===== src/rtl/sseg_pkg.sv =====
`default_nettype none
// ============================================================================
// Module      : sseg_pkg
// Description : Shared constants and helpers for the seven-segment scanner.
// Revision    : 1.0 - initial release
// ============================================================================

package sseg_pkg;

  localparam logic [7:0] SEG_BLANK  = 8'hFF;
  localparam int         MAX_DIGITS = 8;
  localparam int         CODE_W     = 5;

  // Active-low gfedcba patterns for hex values 0..F.
  localparam logic [6:0] SEG_0 = 7'b1000000;
  localparam logic [6:0] SEG_1 = 7'b1111001;
  localparam logic [6:0] SEG_2 = 7'b0100100;
  localparam logic [6:0] SEG_3 = 7'b0110000;
  localparam logic [6:0] SEG_4 = 7'b0011001;
  localparam logic [6:0] SEG_5 = 7'b0010010;
  localparam logic [6:0] SEG_6 = 7'b0000010;
  localparam logic [6:0] SEG_7 = 7'b1111000;
  localparam logic [6:0] SEG_8 = 7'b0000000;
  localparam logic [6:0] SEG_9 = 7'b0010000;
  localparam logic [6:0] SEG_A = 7'b0001000;
  localparam logic [6:0] SEG_B = 7'b0000011;
  localparam logic [6:0] SEG_C = 7'b1000110;
  localparam logic [6:0] SEG_D = 7'b0100001;
  localparam logic [6:0] SEG_E = 7'b0000110;
  localparam logic [6:0] SEG_F = 7'b0001110;

  localparam logic [6:0] SEG_TABLE [16] = '{
    SEG_0, SEG_1, SEG_2, SEG_3, SEG_4, SEG_5, SEG_6, SEG_7,
    SEG_8, SEG_9, SEG_A, SEG_B, SEG_C, SEG_D, SEG_E, SEG_F
  };

  // Digit k of a packed code word sized for the largest supported display.
  function automatic logic [CODE_W-1:0] digit_slice(
    input logic [CODE_W*MAX_DIGITS-1:0] word,
    input logic [2:0]                   k
  );
    return word[CODE_W*int'(k) +: CODE_W];
  endfunction

endpackage

`default_nettype wire


===== src/rtl/sseg_hex_decode.sv =====
`default_nettype none
// ============================================================================
// Module      : sseg_hex_decode
// Description : Hex value plus decimal point to active-low segment pattern.
// Revision    : 1.0 - initial release
// ============================================================================

module sseg_hex_decode
  import sseg_pkg::*;
(
  input  logic [3:0] value,
  input  logic       dp,
  output logic [7:0] segs
);

  always_comb begin
    segs = {~dp, SEG_TABLE[value]};
  end

endmodule

`default_nettype wire


===== src/rtl/sseg_scan.sv =====
`default_nettype none
// ============================================================================
// Module      : sseg_scan
// Description : Multiplexed seven-segment driver with double-buffered load,
//               per-digit blank/blink, PWM brightness and frame-start pulse.
// Revision    : 1.0 - initial release
// ============================================================================

module sseg_scan
  import sseg_pkg::*;
#(
  parameter int NUM_DIGITS  = 6,
  parameter int SCAN_DIV    = 50000,
  parameter int BRIGHT_BITS = 4,
  parameter int BLINK_DIV   = 60
) (
  input  logic                         clk,
  input  logic                         rst,
  input  logic [CODE_W*NUM_DIGITS-1:0] digits_in,
  input  logic [NUM_DIGITS-1:0]        blank_mask,
  input  logic [NUM_DIGITS-1:0]        blink_mask,
  input  logic                         load,
  input  logic [BRIGHT_BITS-1:0]       brightness,
  output logic [7:0]                   digit_segs,
  output logic [NUM_DIGITS-1:0]        position,
  output logic                         frame_start
);

  localparam int WORD_W = CODE_W * NUM_DIGITS;
  localparam int PRE_W  = (SCAN_DIV > 1) ? $clog2(SCAN_DIV) : 1;
  localparam int SLOT_W = $clog2(NUM_DIGITS);
  localparam int FRM_W  = (BLINK_DIV > 1) ? $clog2(BLINK_DIV) : 1;

  localparam logic [PRE_W-1:0]  PRE_LAST  = PRE_W'(SCAN_DIV - 1);
  localparam logic [SLOT_W-1:0] SLOT_LAST = SLOT_W'(NUM_DIGITS - 1);
  localparam logic [FRM_W-1:0]  FRM_LAST  = FRM_W'(BLINK_DIV - 1);

  // Scan timing state
  logic [PRE_W-1:0]  pre_q,   pre_d;
  logic [SLOT_W-1:0] slot_q,  slot_d;
  logic [FRM_W-1:0]  frm_q,   frm_d;
  logic              blink_q, blink_d;

  // Double-buffered display content
  logic              pend_q,          pend_d;
  logic [WORD_W-1:0] stage_digits_q,  stage_digits_d;
  logic [NUM_DIGITS-1:0] stage_blank_q, stage_blank_d;
  logic [NUM_DIGITS-1:0] stage_blink_q, stage_blink_d;
  logic [WORD_W-1:0] shadow_digits_q, shadow_digits_d;
  logic [NUM_DIGITS-1:0] shadow_blank_q, shadow_blank_d;
  logic [NUM_DIGITS-1:0] shadow_blink_q, shadow_blink_d;

  // Registered outputs
  logic [7:0]            segs_q,  segs_d;
  logic [NUM_DIGITS-1:0] pos_q,   pos_d;
  logic                  fs_q,    fs_d;

  logic                          pre_wrap;
  logic                          frame_end;
  logic [CODE_W*MAX_DIGITS-1:0]  shadow_word;
  logic [CODE_W-1:0]             cur_code;
  logic [7:0]                    dec_segs;
  logic                          lit;

  always_comb begin
    pre_wrap  = (pre_q == PRE_LAST);
    frame_end = pre_wrap && (slot_q == SLOT_LAST);
  end

  always_comb begin
    pre_d   = pre_wrap ? '0 : pre_q + 1'b1;
    slot_d  = slot_q;
    frm_d   = frm_q;
    blink_d = blink_q;
    if (pre_wrap) begin
      slot_d = (slot_q == SLOT_LAST) ? '0 : slot_q + 1'b1;
    end
    if (frame_end) begin
      if (frm_q == FRM_LAST) begin
        frm_d   = '0;
        blink_d = ~blink_q;
      end else begin
        frm_d = frm_q + 1'b1;
      end
    end
  end

  // A load on the boundary cycle bypasses staging so it shows in the new frame.
  always_comb begin
    stage_digits_d  = load ? digits_in  : stage_digits_q;
    stage_blank_d   = load ? blank_mask : stage_blank_q;
    stage_blink_d   = load ? blink_mask : stage_blink_q;
    pend_d          = pend_q | load;
    shadow_digits_d = shadow_digits_q;
    shadow_blank_d  = shadow_blank_q;
    shadow_blink_d  = shadow_blink_q;
    if (frame_end) begin
      pend_d = 1'b0;
      if (load) begin
        shadow_digits_d = digits_in;
        shadow_blank_d  = blank_mask;
        shadow_blink_d  = blink_mask;
      end else if (pend_q) begin
        shadow_digits_d = stage_digits_q;
        shadow_blank_d  = stage_blank_q;
        shadow_blink_d  = stage_blink_q;
      end
    end
  end

  always_comb begin
    shadow_word             = '0;
    shadow_word[WORD_W-1:0] = shadow_digits_q;
    cur_code                = digit_slice(shadow_word, 3'(slot_q));
  end

  sseg_hex_decode u_decode (
    .value (cur_code[3:0]),
    .dp    (cur_code[4]),
    .segs  (dec_segs)
  );

  always_comb begin
    lit = !shadow_blank_q[slot_q]
       && !(shadow_blink_q[slot_q] && !blink_q)
       && (pre_q[BRIGHT_BITS-1:0] <= brightness);
    segs_d = lit ? dec_segs : SEG_BLANK;
    pos_d  = '1;
    if (lit) begin
      pos_d[NUM_DIGITS-1-int'(slot_q)] = 1'b0;
    end
    fs_d = (slot_q == '0) && (pre_q == '0);
  end

  always_ff @(posedge clk or posedge rst) begin
    if (rst) begin
      pre_q           <= '0;
      slot_q          <= '0;
      frm_q           <= '0;
      blink_q         <= 1'b1;
      pend_q          <= 1'b0;
      stage_digits_q  <= '0;
      stage_blank_q   <= '0;
      stage_blink_q   <= '0;
      shadow_digits_q <= '0;
      shadow_blank_q  <= '0;
      shadow_blink_q  <= '0;
      segs_q          <= SEG_BLANK;
      pos_q           <= '1;
      fs_q            <= 1'b0;
    end else begin
      pre_q           <= pre_d;
      slot_q          <= slot_d;
      frm_q           <= frm_d;
      blink_q         <= blink_d;
      pend_q          <= pend_d;
      stage_digits_q  <= stage_digits_d;
      stage_blank_q   <= stage_blank_d;
      stage_blink_q   <= stage_blink_d;
      shadow_digits_q <= shadow_digits_d;
      shadow_blank_q  <= shadow_blank_d;
      shadow_blink_q  <= shadow_blink_d;
      segs_q          <= segs_d;
      pos_q           <= pos_d;
      fs_q            <= fs_d;
    end
  end

  assign digit_segs  = segs_q;
  assign position    = pos_q;
  assign frame_start = fs_q;

endmodule

`default_nettype wire

===== config.mk =====
export PLATFORM = sky130hd
export DESIGN_NAME = sseg_scan
export DESIGN_NICKNAME = d
export VERILOG_FILES = /design/src/rtl/sseg_pkg.sv /design/src/rtl/sseg_hex_decode.sv /design/src/rtl/sseg_scan.sv
export SDC_FILE = /design/constraint.sdc
export NUM_CORES = 1
export LEC_CHECK = 0
export CORE_MARGIN = 2
export CORE_UTILIZATION = 45
export DETAILED_ROUTE_END_ITERATION = 7
export PLACE_DENSITY = 0.66
export SYNTH_ARGS = -nofsm -noshare
export SYNTH_HDL_FRONTEND = slang
export SYNTH_SLANG_ARGS = --single-unit

===== constraint.sdc =====
create_clock -name clk -period 5.4 [get_ports clk]
set_input_delay 0.54 -clock clk [delete_from_list [all_inputs] [get_ports clk]]
set_output_delay 0.54 -clock clk [all_outputs]
set_load 0.01 [all_outputs]

==> results.md, run 1 <==
- The count of buffers added on input and output ports is between 60 and 70.
- The largest individual stage delay along the critical path comes from the cell sky130_fd_sc_hd__nand3_4.
- From bottom edge to top edge, the die measures 117 µm.
- The number of distinct library cells after synthesis is 56.
- The largest buffer count on any clock path is 2.
- Of the total power, the clock network draws a little over half.
- The critical path goes through or4_4 > nor4_4 > and2_1 > nand3_4 > mux2_4.
- At the end of routability-driven placement, the weighted congestion stood at between 0.8 and 0.9.
- Cell internal power was estimated by the tool at roughly 1.9 mW.
- The largest net degree at the start of global routing is slightly below 70.
- Of all nets on the critical path, the largest fanout is between 40 and 50.
- The initial antenna violation count is 0.
- At the pin with the least slew margin, the transition time is 0.992 ns.
- The placement row count is 41.
- The detailed-router iteration count before antenna repair is 4.
- VDD sags by at most between 0.2 and 0.25 mV.
- In this run the standard cell core region covers about 13000 µm².
- The worst slew slack as a fraction of its limit is 33.9%.
- The total I/O pin count is 64.
- The run finished with clean final reports.
- The number of maximum-capacitance violations is 0.
- The cell area reported after detailed placement is between 6000 and 7000 µm².
- The final hold violation count is 0.
- The mapped cell area is between 5000 and 6000 µm².
- Across all setup checks in the final design, the least slack found is 2.20 ns.
- The register bit total from synthesis is 126.
- The total setup buffers inserted after CTS is 0.
- The number of vias per cell after detailed routing is between 5 and 6.
- For the worst setup path, the data required time is about 5.7 ns.
- In this run the static leakage power is roughly 3.3 nW.
- The final critical-path share of the clock period is around three fifths.
- For this configuration, the core starts out at a cell density of a little under half.
- The clock tree synthesis step divided the H-tree into 4 levels.
- CTS saw between 100 and 150 sinks.
- The final net count is between 500 and 600.
- The post-route cell area is slightly above 7000 µm².
- The number of pins exceeding their max-slew limit in the final report was 0.
- The combinational share of power is under 10%.
- The fraction of final layout cells sized beyond drive strength 1 is 29.7%.
- In this run, synthesis inferred 0 flip-flops with an integrated enable.
- The number of hold buffers added after CTS was 0.
- Summed over all layers, the global routing overflow is 0.
- The number of endpoints failing setup at the final stage is 0.
- The number of remaining DRC errors is 0.
- The total of cells resized after clock tree synthesis is 0.
- The TritonCTS clock tree is built.
- The critical path class is reg -> reg.
- The classification of the worst-slack hold path is reg -> reg.
- Based on the critical path, the design can be clocked at up to 312 MHz.
- The register share of total power is ~41%.
- Each instance of the synthesized netlist takes up on average about 13 µm².
- The minimum hold slack is 0.495 ns.
- The final route contains 3582 vias.
- The via count of the first global-routing pass is between 3000 and 4000.
- Setup repair after global routing left no endpoint under its margin.
- In this design, the stage delay of the slowest critical-path cell is roughly 0.77 ns.
- The layout-stage area growth over the synthesis result is 24.4%.
- The final period demand of the worst path is 3.20 ns.
- At the worst endpoint, the arrival time is between 3 and 4 ns.
- The clock transition at the register clock pins on the worst setup and hold paths after CTS is approximately 0.050 ns.
- In this run the remaining antenna-violating nets after routing total 0.
- STA classifies the critical path startpoint as a flop.
- In the synthesized netlist the async set-or-reset flop fraction comes to 100%.
- The critical path contains buffers and inverters numbering 0 combined.
- The number of filler cells placed in the layout is between 1000 and 1500.
- The overall die width is 117 µm.
- The first global-routing pass estimated roughly 19000 µm of wire.
- Summed over all nets, the half-perimeter wirelength after detailed placement is between 7000 and 8000 µm.
- The number of nets in the synthesized netlist is slightly below 500.
- Among cell families on the critical path, the largest total delay comes from simple AND/OR/NAND/NOR gates.
- The die outline area is roughly 14000 µm².
- Timing analysis after detailed placement gives a worst setup slack of 2.22 ns.
- The category of the worst setup path capture point is a flop.
- The global-route usage over all layers is 18.4%.
- The total clock buffers created by CTS is 17.
- The root buffer cell chosen for the clock tree is sky130_fd_sc_hd__clkbuf_16.
- The power density normalized to cell area is between 300 and 400 nW/µm².
- Synthesis produced a netlist whose cell count is 433.
- The number of antenna diodes in the final layout is 0.
- The switching part of the total is between 20% and 30%.
- The most instantiated flip-flop cell in the synthesis netlist is sky130_fd_sc_hd__dfrtp_1.
- The accumulated negative setup slack is 0 ns.
- Yosys printed 0 warnings.
- The switching power of the nets is approximately 0.48 mW.
- After detailed routing, the average wire length per cell comes to roughly 17 µm.
- For this block, the initial DRC count from the detailed router was 255.
- After detailed routing, the total wire length is approximately 12000 µm.
- Clock skew on the completed layout was measured at roughly 0.0052 ns.
- Of the synthesized area, sequential elements account for approximately 55%.
- The clock network latency to the later pin of the worst-skew pair is approximately 0.42 ns.
## cell usage after synthesis, types with 2 or more instances
master                       n  area share (%)
sky130_fd_sc_hd__nand3_1    18             1.6
sky130_fd_sc_hd__buf_6       4            0.78
sky130_fd_sc_hd__o211ai_1    3            0.39
sky130_fd_sc_hd__dfstp_2    15             6.8
sky130_fd_sc_hd__xnor2_1    11             1.7
sky130_fd_sc_hd__a21oi_1     8            0.69
sky130_fd_sc_hd__a31oi_1     2            0.22
sky130_fd_sc_hd__o21ai_0    10            0.87
sky130_fd_sc_hd__o221ai_1    6            0.91
sky130_fd_sc_hd__clkbuf_1   12            0.78
sky130_fd_sc_hd__ha_1       15             3.3
sky130_fd_sc_hd__nor2b_1     8            0.87
sky130_fd_sc_hd__nor2_1     15            0.98
sky130_fd_sc_hd__dfrtp_1   111              48
sky130_fd_sc_hd__buf_2       3            0.26
sky130_fd_sc_hd__nor3_1      6            0.52
sky130_fd_sc_hd__and3_1      4            0.43
sky130_fd_sc_hd__nor3b_1     2            0.26
sky130_fd_sc_hd__a211o_1     2            0.30
sky130_fd_sc_hd__xor2_1      4            0.61
sky130_fd_sc_hd__or3_1       3            0.33
sky130_fd_sc_hd__mux2_4     40              10
sky130_fd_sc_hd__inv_1      14            0.91
sky130_fd_sc_hd__nand2_1    17             1.1
sky130_fd_sc_hd__o31ai_1     3            0.39
sky130_fd_sc_hd__mux2i_1     5            0.87
sky130_fd_sc_hd__nand2b_1    5            0.54
sky130_fd_sc_hd__nor4_1      4            0.43
sky130_fd_sc_hd__and2_1      3            0.33
sky130_fd_sc_hd__o22ai_1     2            0.22
sky130_fd_sc_hd__or2_2       3            0.33
sky130_fd_sc_hd__mux2_2     51             9.9
## sequential cells by signal, indices dropped and copies added (netlist names), 6 cells and up
register and flops:
stage_digits_q 30, pre_q 16, frm_q 6, stage_blank_q 6
stage_blink_q 6, position 6, shadow_blank_q 6, shadow_blink_q 6
shadow_digits_q 30, digit_segs 8
## cell families after synthesis
family,Yosys count,share of synthesized area [%]
flip-flops,126,54.9
multiplexers,97,21.6
AND/OR/NAND/NOR,96,9.19
AO/OA/AOI/OAI,48,5.76
buffers and inverters,36,2.99
XOR/XNOR,15,2.28
adder cells (fa/ha/maj),15,3.25
## layout by cell type, fill, tap and decap left out, types with 2 or more instances in the layout
cell type | Yosys | routed
sky130_fd_sc_hd__clkinv_2 | 0 | 2
sky130_fd_sc_hd__nand3_1 | 18 | 18
sky130_fd_sc_hd__mux2i_1 | 5 | 5
sky130_fd_sc_hd__nor4_1 | 4 | 4
sky130_fd_sc_hd__mux2_2 | 51 | 51
sky130_fd_sc_hd__and3_1 | 4 | 4
sky130_fd_sc_hd__or3_1 | 3 | 3
sky130_fd_sc_hd__clkbuf_16 | 0 | 17
sky130_fd_sc_hd__or2_2 | 3 | 3
sky130_fd_sc_hd__clkbuf_8 | 0 | 4
sky130_fd_sc_hd__mux2_4 | 40 | 40
sky130_fd_sc_hd__clkinvlp_4 | 0 | 3
sky130_fd_sc_hd__clkdlybuf4s50_1 | 0 | 62
sky130_fd_sc_hd__o31ai_1 | 3 | 3
sky130_fd_sc_hd__dfstp_2 | 15 | 15
sky130_fd_sc_hd__a211o_1 | 2 | 2
sky130_fd_sc_hd__o221ai_1 | 6 | 6
sky130_fd_sc_hd__xor2_1 | 4 | 4
sky130_fd_sc_hd__buf_4 | 1 | 2
sky130_fd_sc_hd__nand2b_1 | 5 | 5
sky130_fd_sc_hd__bufinv_16 | 0 | 5
sky130_fd_sc_hd__nor3b_1 | 2 | 2
sky130_fd_sc_hd__and2_1 | 3 | 3
sky130_fd_sc_hd__ha_1 | 15 | 15
sky130_fd_sc_hd__nand2_1 | 17 | 17
sky130_fd_sc_hd__nor2_1 | 15 | 15
sky130_fd_sc_hd__dfrtp_1 | 111 | 111
sky130_fd_sc_hd__o211ai_1 | 3 | 3
sky130_fd_sc_hd__xnor2_1 | 11 | 11
sky130_fd_sc_hd__inv_1 | 14 | 13
sky130_fd_sc_hd__a21oi_1 | 8 | 8
sky130_fd_sc_hd__o22ai_1 | 2 | 2
sky130_fd_sc_hd__a31oi_1 | 2 | 2
sky130_fd_sc_hd__o21ai_0 | 10 | 10
sky130_fd_sc_hd__nor2b_1 | 8 | 8
sky130_fd_sc_hd__nor3_1 | 6 | 6
## stage by stage
| stage | power [mW] | util [%] | instances |
|---|---|---|---|
| 2_1_floorplan | 1.06 | - | 433 |
| 3_3_place_gp | 1.12 | 51.8 | 649 |
| 3_5_place_dp | 1.12 | 51.8 | 649 |
| 4_1_cts | 2.41 | 57.2 | 681 |
| 5_1_grt | 2.46 | 57.2 | 681 |
| 6_report | 2.39 | 57.2 | 681 |
## path summary, 6_finish.rpt
check | startpoint | to | slack, ns | cells past startpoint
max | pre_q[10] | shadow_digits_q[9] | 2.20 | 5
min | frm_q[4] | frm_q[4] | 0.50 | 1
max reg2reg | pre_q[10] | shadow_digits_q[9] | 2.20 | 5
min reg2reg | frm_q[4] | frm_q[4] | 0.50 | 1
max in group asynchronous | rst | shadow_digits_q[20] | 3.51 | 3
min in group asynchronous | rst | stage_blank_q[4] | 0.59 | 2
## metal layers
metal  routed length [µm]  vias to the layer above  track usage, %
li1                     -                     1669               -
met1                 5170                     1805            24.2
met5                    0                        -               0
met2                 5700                       80            29.2
met3                  489                       28            4.53
met4                  266                        0            8.16
## power by group through the flow
stage,registers (mW),clock network [mW],logic [mW]
2_1_floorplan,1.00,0,0.0636
3_3_place_gp,1.00,0,0.119
3_5_place_dp,1.00,0,0.121
4_1_cts,0.987,1.30,0.122
5_1_grt,0.989,1.34,0.131
6_report,0.986,1.28,0.118
## layout make-up
cell class,count,area [µm²],area share (%)
Inverter,15,58.8,0.819
Clock inverter,10,183,2.54
Multi-Input combinational cell,271,2430,33.8
Clock buffer,22,484,6.74
Tap cell,172,215,3.00
Sequential cell,126,3170,44.2
Timing Repair Buffer,65,641,8.92
Note: power is estimated with default switching activity, not from simulation.
==> inputs of run 2 (changes only) <==
- clock period: 5.4 -> 3.1 ns (I/O delays scaled with it)
==> run 2 against run 1 <==
Net effect:
- sequential power increased by 74%
- die area did not move
- global-route usage down 0.82 points
- power rose by 62%
- critical endpoint is now digit_segs[1]
- highest routed layer unchanged
==> results.md, run 2 (synthesis gave the netlist of run 1 again) <==
- The run finished with clean final reports.
- Setup violations remaining at the end of the flow were counted as 0.
- TritonCTS built the clock tree.
- The vertical extent of the die is about 120 µm.
- Once placement completed, the tool counted placed cells totaling around 650.
- For this design the top-level I/O count stands at 64.
- The min-delay analysis places its worst path in the category in -> reg.
- The clock network latency to the later pin of the worst-skew pair is between 0.4 and 0.5 ns.
- The number of sinks on the clock net is about 130.
- The via count of the first global-routing pass is ~3600.
- In this design, the stage delay of the slowest critical-path cell is between 0.5 and 0.6 ns.
- Summed over all cells, the static leakage comes to 3.25 nW.
- In this run, the clock network consumes ~50% of the power.
- VDD sags by at most 0.315 mV.
- The total of cells resized after clock tree synthesis is 0.
- The placement row count is 41.
- Summing all placed instances gives a cell area of ~6600 µm².
- The first global-routing pass estimated 18100 µm of wire.
- The root buffer cell chosen for the clock tree is sky130_fd_sc_hd__clkbuf_16.
- For the final database, setup skew stands at about 0.011 ns.
- Walking the worst path, the cells encountered are nor2b_1 > a22oi_1 > o221ai_1 > inv_1 > ha_1 > o21ai_0 > o21a_1 > o221ai_1.
- After floorplanning, the core was sized to cover 12600 µm².
- In the routed design, unresolved DRC markers number 0.
- The final net count is around 570.
- The category of the worst setup path capture point is a flop.
- The number of vias per cell after detailed routing is about 5.1.
- Along the worst hold path, the cell count comes to 2.
- The arrival time at the worst endpoint is 3.01 ns.
- The final critical-path share of the clock period is 87.7%.
- The first detailed-routing pass took 5 iterations.
- The internal power of the cells totals between 3 and 4 mW.
- The initial antenna violation count is 0.
- The endpoint identified for the worst register-to-register timing path is digit_segs[1].
- The finished cells cover 7150 µm².
- The switching part of the total is around a fifth.
- Port buffering added 63 buffers.
- The number of buffer and inverter instances along the worst setup path is 1.
- The count of cells along the worst register-to-register path is 8.
- The number of antenna diodes in the final layout is 0.
- The combinational share of power is roughly 5.3%.
- Overall power consumption after layout is estimated at 3.86 mW.
- The commonest non-fill, non-tap cell in the layout is sky130_fd_sc_hd__dfrtp_1.
- The endpoint of the worst hold-timing path is stage_blank_q[3].
- Counting the fill cells in the layout gives 1016.
- Measured on the finished design, the core utilization comes to 56.9%.
- The routed design has between 10000 and 15000 µm of wire.
- The worst hold path begins at load.
- Setup repair after global routing left no endpoint under its margin.
- The family with the most delay on the worst path is compound AO/OA/AOI/OAI gates.
- The worst slew slack as a fraction of its limit is 42.5%.
- The final period demand of the worst path is around 2.7 ns.
- The last weighted congestion value of the routability-driven placer is approximately 0.9.
- The clock passes through at most 2 buffers.
- The total setup buffers inserted after CTS is 0.
- The endpoint required time on the critical path is approximately 3.4 ns.
- The maximum level of the CTS H-tree is 4.
- In this run the remaining antenna-violating nets after routing total 0.
- Summing all multi-input logic gate instances after layout gives between 2000 and 2500 µm².
- The overall die width is about 120 µm.
- For the pin with the worst max-slew slack, the measured transition is around 0.86 ns.
- The register share of total power is 44.5%.
- The startpoint identified for the worst register-to-register timing path is slot_q[2].
- Of all nets on the critical path, the largest fanout is 13.
- In this run, the number of DRC markers left after iteration 0 of detailed routing was between 200 and 250.
- In this design, the critical path's most frequently occurring cell is sky130_fd_sc_hd__o221ai_1.
- Dividing total power by cell area gives a power density of 540 nW/µm².
- The number of pins exceeding their max-slew limit in the final report is 0.
- The number of buffers inserted for hold repair after clock tree synthesis is 0.
- The accumulated negative setup slack is 0 ns.
- Clock tree synthesis inserted a total of 17 buffers.
- The die outline area is around 14000 µm².
- The category of the worst setup path launch point is a flop.
- The tool flagged a number of max-cap violations equal to 0.
- The final hold violation count is 0.
- The estimated wirelength of the detail-placed design is approximately 7500 µm.
- The detailed router placed about 3500 vias in this run.
- The post-route netlist has ~30% of its cells at a drive strength greater than 1.
- The clock transition at the register clock pins on the worst setup and hold paths after CTS is roughly 0.050 ns.
- The critical path in this run is classified as reg -> reg.
- The count of cells in the finished layout, fillers not included, comes to 685.
- The starting utilization of the core area is a little under half.
- Global routing used 17.6% of the available tracks across all layers.
- The largest registers in the layout are shadow_digits_q x30, stage_digits_q x30, pre_q x16.
- Timing would allow up to between 300 and 400 MHz.
- The overflow left after global routing is 0.
- The register-to-register setup slack is between 0.3 and 0.4 ns.
- The largest net degree at the start of global routing is 127.
- The flip-flop and latch area is ~3200 µm².
- In the final routed layout, each cell accounts on average for approximately 16 µm.
- The library cells used most frequently in the layout, excluding fill and tap cells, are 111 x sky130_fd_sc_hd__dfrtp_1, 62 x sky130_fd_sc_hd__clkdlybuf4s50_1, 51 x sky130_fd_sc_hd__mux2_2, 40 x sky130_fd_sc_hd__mux2_4, 18 x sky130_fd_sc_hd__nand3_1.
- The switching power of the nets is approximately 0.8 mW.
- The highest-delay cell along the critical path is sky130_fd_sc_hd__dfrtp_1.
- Compared with the post-synthesis result, the final layout area differs by 23.8%.
==> run 2: routing by layer <==
layer	track usage, %	vias to the layer above	part of all wire (%)
li1	-	1667	-
met1	22.8	1728	45
met2	27.8	84	48
met3	5.10	20	4.4
met4	7.61	0	2.0
met5	0	-	0
==> run 2: power by group through the flow <==
| stage | sequential [mW] | combinational (mW) | clock, mW |
|---|---|---|---|
| 6_report | 1.72 | 0.205 | 1.93 |
| 5_1_grt | 1.72 | 0.227 | 2.04 |
| 4_1_cts | 1.72 | 0.213 | 1.97 |
| 3_5_place_dp | 1.75 | 0.212 | 0 |
| 3_3_place_gp | 1.74 | 0.207 | 0 |
| 2_1_floorplan | 1.74 | 0.111 | 0 |
==> run 2: area by class of cell <==
cell class / count / share of cell area, %
clock buffers: 24 / 6.88
well taps: 172 / 3.01
clock inverters: 7 / 1.23
inverters: 15 / 0.840
flip-flops and latches: 126 / 44.4
repair buffers: 70 / 9.66
multi-input cells: 271 / 34.0
==> run 2: worst max-delay path by stage <==
stage               startpoint       endpoint  slack, ns  cells past startpoint
floorplan            slot_q[1]  digit_segs[1]       0.78                     10
CTS                  slot_q[2]  digit_segs[1]       0.41                      8
global route         slot_q[2]  digit_segs[1]       0.12                      8
finish               slot_q[2]  digit_segs[1]       0.38                      8
global placement     slot_q[2]  digit_segs[1]       0.56                      8
detailed placement   slot_q[2]  digit_segs[1]       0.45                      8
==> run 2: stage by stage <==
| step | hold WS, ns | worst slack, ns |
|---|---|---|
| 2_1_floorplan | 0.445 | 0.777 |
| 3_3_place_gp | 0.467 | 0.565 |
| 3_5_place_dp | 0.483 | 0.451 |
| 4_1_cts | 0.405 | 0.405 |
| 5_1_grt | 0.429 | 0.116 |
| 6_report | 0.414 | 0.382 |
